===== config.mk =====
export PLATFORM = sky130hd
export DESIGN_NAME = param_universal_shift_reg
export DESIGN_NICKNAME = d
export VERILOG_FILES = /design/src/rtl/param_universal_shift_reg.sv
export SDC_FILE = /design/constraint.sdc
export NUM_CORES = 1
export LEC_CHECK = 0
export CORE_MARGIN = 10
export CORE_UTILIZATION = 45
export DETAILED_ROUTE_END_ITERATION = 12
export HOLD_SLACK_MARGIN = 0.1
export PLACE_DENSITY = 0.86
export RECOVER_POWER = 100
export SYNTH_ARGS = -nofsm -noshare
export SYNTH_HDL_FRONTEND = slang
export SYNTH_SLANG_ARGS = --single-unit

===== constraint.sdc =====
create_clock -name clk -period 1.6 [get_ports clk]
set_input_delay 0.24 -clock clk [delete_from_list [all_inputs] [get_ports clk]]
set_output_delay 0.24 -clock clk [all_outputs]
set_load 0.03 [all_outputs]

===== src/rtl/param_universal_shift_reg.sv =====
// -----------------------------------------------------------------------------
// param_universal_shift_reg
//
// Parametrised universal shift register. It supports hold, logical shift
// left/right, rotate left/right, arithmetic shift right and parallel load.
//
// It has two operating styles:
//   - Free-running: while idle, the selected mode step is applied every clock.
//   - Counted: a start/busy/done handshake applies `shamt` steps of a shift
//     mode, one step per clock.
//
// Ports
//   clk           in   rising-edge clock
//   reset         in   synchronous, active-high reset (control and data)
//   mode          in   operation select:
//                        000 hold, 001 SRL, 010 SLL, 011 load,
//                        100 ROR,  101 ROL, 110 SRA, 111 hold
//   shift_in_r    in   serial bit entering the MSB on SRL
//   shift_in_l    in   serial bit entering the LSB on SLL
//   data_in       in   parallel load value
//   start         in   begin a counted operation (sampled only in IDLE)
//   shamt         in   step count for a counted operation
//   data_out      out  register contents
//   serial_out_r  out  data_out[0]
//   serial_out_l  out  data_out[WIDTH-1]
//   busy          out  high while a counted operation is running
//   done          out  one-cycle pulse when a counted operation completes
// -----------------------------------------------------------------------------
module param_universal_shift_reg #(
    parameter int WIDTH   = 16,
    parameter int SHAMT_W = 5
) (
    input  logic               clk,
    input  logic               reset,
    input  logic [2:0]         mode,
    input  logic               shift_in_r,
    input  logic               shift_in_l,
    input  logic [WIDTH-1:0]   data_in,
    input  logic               start,
    input  logic [SHAMT_W-1:0] shamt,
    output logic [WIDTH-1:0]   data_out,
    output logic               serial_out_r,
    output logic               serial_out_l,
    output logic               busy,
    output logic               done
);

    localparam logic [2:0] MODE_HOLD = 3'b000;
    localparam logic [2:0] MODE_SRL  = 3'b001;
    localparam logic [2:0] MODE_SLL  = 3'b010;
    localparam logic [2:0] MODE_LOAD = 3'b011;
    localparam logic [2:0] MODE_ROR  = 3'b100;
    localparam logic [2:0] MODE_ROL  = 3'b101;
    localparam logic [2:0] MODE_SRA  = 3'b110;

    localparam logic [SHAMT_W-1:0] CNT_ONE = SHAMT_W'(1);

    typedef enum logic [1:0] {
        S_IDLE = 2'd0,
        S_RUN  = 2'd1,
        S_DONE = 2'd2
    } state_t;

    state_t             state_q, state_d;
    logic [WIDTH-1:0]   data_q,  data_d;
    logic [2:0]         mode_q,  mode_d;
    logic [SHAMT_W-1:0] count_q, count_d;

    // One step of the selected operation applied to the current contents.
    function automatic logic [WIDTH-1:0] step_fn(
        input logic [2:0]       m,
        input logic [WIDTH-1:0] q,
        input logic             sir,
        input logic             sil,
        input logic [WIDTH-1:0] din
    );
        logic [WIDTH-1:0] r;
        case (m)
            MODE_SRL:  r = {sir, q[WIDTH-1:1]};
            MODE_SLL:  r = {q[WIDTH-2:0], sil};
            MODE_LOAD: r = din;
            MODE_ROR:  r = {q[0], q[WIDTH-1:1]};
            MODE_ROL:  r = {q[WIDTH-2:0], q[WIDTH-1]};
            MODE_SRA:  r = {q[WIDTH-1], q[WIDTH-1:1]};
            default:   r = q;
        endcase
        return r;
    endfunction

    // Only true shift/rotate modes may be run as a counted operation.
    // Hold, load and the reserved code complete immediately.
    function automatic logic is_shift_mode(input logic [2:0] m);
        return (m == MODE_SRL) || (m == MODE_SLL) || (m == MODE_ROR) ||
               (m == MODE_ROL) || (m == MODE_SRA);
    endfunction

    always_comb begin
        state_d = state_q;
        data_d  = data_q;
        mode_d  = mode_q;
        count_d = count_q;

        case (state_q)
            S_IDLE: begin
                if (start) begin
                    // The start edge itself never modifies the data.
                    if (is_shift_mode(mode) && (shamt != '0)) begin
                        mode_d  = mode;
                        count_d = shamt;
                        state_d = S_RUN;
                    end else begin
                        state_d = S_DONE;
                    end
                end else begin
                    data_d = step_fn(mode, data_q, shift_in_r, shift_in_l, data_in);
                end
            end
            S_RUN: begin
                // Serial inputs are taken live. Load cannot be latched, so
                // data_in is irrelevant here.
                data_d  = step_fn(mode_q, data_q, shift_in_r, shift_in_l, data_q);
                count_d = count_q - CNT_ONE;
                if (count_q == CNT_ONE) begin
                    state_d = S_DONE;
                end
            end
            S_DONE: begin
                state_d = S_IDLE;
            end
            default: begin
                state_d = S_IDLE;
            end
        endcase
    end

    always_ff @(posedge clk) begin
        if (reset) begin
            state_q <= S_IDLE;
            data_q  <= '0;
            mode_q  <= MODE_HOLD;
            count_q <= '0;
        end else begin
            state_q <= state_d;
            data_q  <= data_d;
            mode_q  <= mode_d;
            count_q <= count_d;
        end
    end

    assign data_out     = data_q;
    assign serial_out_r = data_q[0];
    assign serial_out_l = data_q[WIDTH-1];
    assign busy         = (state_q == S_RUN);
    assign done         = (state_q == S_DONE);

endmodule

==> results <==
[layer usage]
layer	wire [µm]	global-route usage, %
met1	2880	20.7
met3	556	3.60
met5	0	0
met2	3330	27.9
met4	190	5.54
[cell usage in the layout, fill, tap and decap left out, types with 3 or more instances in the layout]
cell             synthesis  routed
a32o_1                  13      13
nor3b_1                  4       4
clkbuf_1                 9       4
nor3_1                  10      10
a21oi_1                 19      15
dfxtp_1                 26      22
buf_12                   0       5
a21oi_2                  0       4
o21ai_0                 15      14
buf_4                    3      42
a21o_1                   3       3
nand3b_1                 3       3
nand2b_1                 5       4
dfxtp_2                  0       3
a31oi_1                  5       5
clkbuf_8                 0       3
nand2_1                 30      29
o22ai_1                 10      10
nand3_1                 17      17
clkdlybuf4s50_1          0      28
nor2b_1                  4       4
a22o_1                   7       7
dlygate4sd2_1            0      12
nor2_1                  26      25
buf_6                    0       8
inv_1                    6       6
o221ai_1                 5       3
[sequential cells by signal (all words and copies together) (netlist names)]
signal    cells
mode_q        3
data_out     16
count_q       5
state_q       2
[Yosys cell counts, types with 2 or more instances]
library cell  instances  area [µm²]
nand2_1              30         113
dfxtp_1              26         521
nor2_1               26        97.6
a21oi_1              19        95.1
nand3_1              17        85.1
o21ai_0              15        75.1
a32o_1               13         130
nor3_1               10        50.1
o22ai_1              10        62.6
clkbuf_1              9        33.8
buf_2                 8        40.0
a22o_1                7        61.3
inv_1                 6        22.5
a31oi_1               5        31.3
nand2b_1              5        31.3
o221ai_1              5        43.8
nor2b_1               4        25.0
nor3b_1               4        30.0
a211oi_1              3        22.5
a21o_1                3        22.5
buf_4                 3        22.5
nand3b_1              3        22.5
a221oi_1              2        17.5
buf_1                 2        7.51
ha_1                  2        25.0
mux2i_1               2        20.0
nor2_2                2        12.5
nor3b_2               2        25.0
o2111ai_1             2        17.5
o211ai_1              2        15.0
o21ai_1               2        10.0
[per-stage QoR]
stage	hold WS, ns	total power, µW	utilization, %	cells	setup slack (ns)
2_1_floorplan	0.379	1340	-	267	0.00412
3_3_place_gp	0.472	1710	67.3	388	-0.463
3_5_place_dp	0.485	1730	67.3	388	-0.540
4_1_cts	0.488	2140	71.3	400	0.00306
5_1_grt	0.432	2290	73.2	400	-0.110
6_report	0.407	2190	73.2	400	0.0274
[worst max-delay path: cells and delay by family]
family          cells  cell delay (ns)
compound gates      2             0.35
buf+inv             2             0.59
simple gates        2             0.60
[final cells by class]
type                    count  area, µm²
fillers                   295       1100
flip-flops and latches     26        528
clock buffers               3       41.3
inverters                   7       28.8
repair buffers            102        941
well taps                  50       62.6
multi-input cells         212       1390
[logic make-up (layout without fill, tap and decap cells)]
logic type               count (synthesis)  after routing  synth area share, %
AO/OA/AOI/OAI                           96             96                 34.7
XOR/XNOR                                 1              1                0.449
adder cells (fa/ha/maj)                  2              2                 1.28
buffers and inverters                   29            112                 6.67
flip-flops                              26             26                 26.7
multiplexers                             2              2                 1.03
AND/OR/NAND/NOR                        111            111                 29.2
[power by group]
part           total, µW  switching (µW)  leakage (µW)  internal [µW]
logic               1010             540      0.000988            470
registers            786            73.0      0.000215            713
clock network        392             223     0.0000216            169
[timing repair]
item,4_1_cts,5_1_grt
endpoints found under the setup margin,30,29
hold buffers,0,0
gates resized for setup,24,32
buffers inserted,9,0
pin swaps,1,6
[path summary, 6_finish.rpt]
check / to / cells after the start
setup / recovery: mode_q[0] / 6
hold / removal: count_q[2] / 4
setup reg to reg: data_out[0] / 7
hold reg to reg: mode_q[2] / 2
==> metrics <==
initial antenna violation count=0; setup_tns=0 ns; vias per cell=6.13; Avg Inst Size Synth=7.31 µm²; ANT cells=0; All-Layer GR Usage=16.7%; routability-driven placement congestion ratio=0.883; PD cells=~730 nW/µm²; row count=23; total grt overflow=0; Die ar.=7370 µm²; core area=4090 µm²; Gate Count Post-Synth=267; Post-synth ARST share=0%; Area Growth Syn to Fin=53.2%; synth unique cells=49; count of final setup violators=0; CP startpoint kind=input port; Setup Skew=0.00166 ns; unrepaired setup endpoints after global routing=yes; fin crit share=98.3%; CTS tree=yes; worst min-delay path class=in -> reg; DIE HEIGHT=85.9 µm; Max Cap Violations=0; Placed Area=~2800 µm²; root buffer cell=clkbuf_8; Critical Path Source=shamt[3]; I/O Buffers=48; slowest stage cell, crit path=or4_4; vias in the first global route=2,214; CTS Buf Count=3; Final Hold Viols=0; Leakage=0.00122 µW; syn nets=298; post-synthesis cell area=1950 µm²; Final Max Tran Viols=0; Synth Flop Type=dfxtp_1; largest net degree at the start of global routing=31; H-tree levels=1; CP max stage delay=0.54 ns; DR vias=2,453; yosys warns=0; fin crit period=1.57 ns; worst endpoint required time=1.81 ns; clock sink total=26; sequential-to-total area share from yosys stat=26.7%; WL per Instance=17.4 µm; CP arrival=1.78 ns; worst slew pin tran=0.437 ns; Top-Level Pins=49; r2r setup slk=0.05 ns; Max rail drop VDD=0.629 mV; die width=85.9 µm; DRC viols=0; Worst-path clk slew=0.09 ns; fin nets=383; Post-synth EDFFs=0; final WL=6960 µm; latest clock arrival within the worst-skew pair=0.27 ns; remaining antenna violation count=0; Setup CP Type=in -> reg; fmax=0.636 GHz; element type at the critical path end=flip-flop; DRT iter0 DRCs=roughly 350; first-pass GRT wire length=between 10,000 and 15,000 µm; clock tree buffer depth=2; Hold Crit Start=shamt[2]; status=completed; Slew HR=a little over two thirds; CP cell instances=clkdlybuf4s50_1 -> or4_4 -> o211ai_4 -> buf_6 -> nand2_1 -> a21oi_2; proportion of layout cells with a drive suffix above 1=24.6%; flop and latch count out of synthesis=26; RR Startpoint=state_q[1]; First-pass DRT Iterations=5; CP Max Fanout=3; DP HPWL=4660 µm; post-route cell area=2990 µm²; initial cell density of the core=47.8%
(Power assumes the default switching activity.)
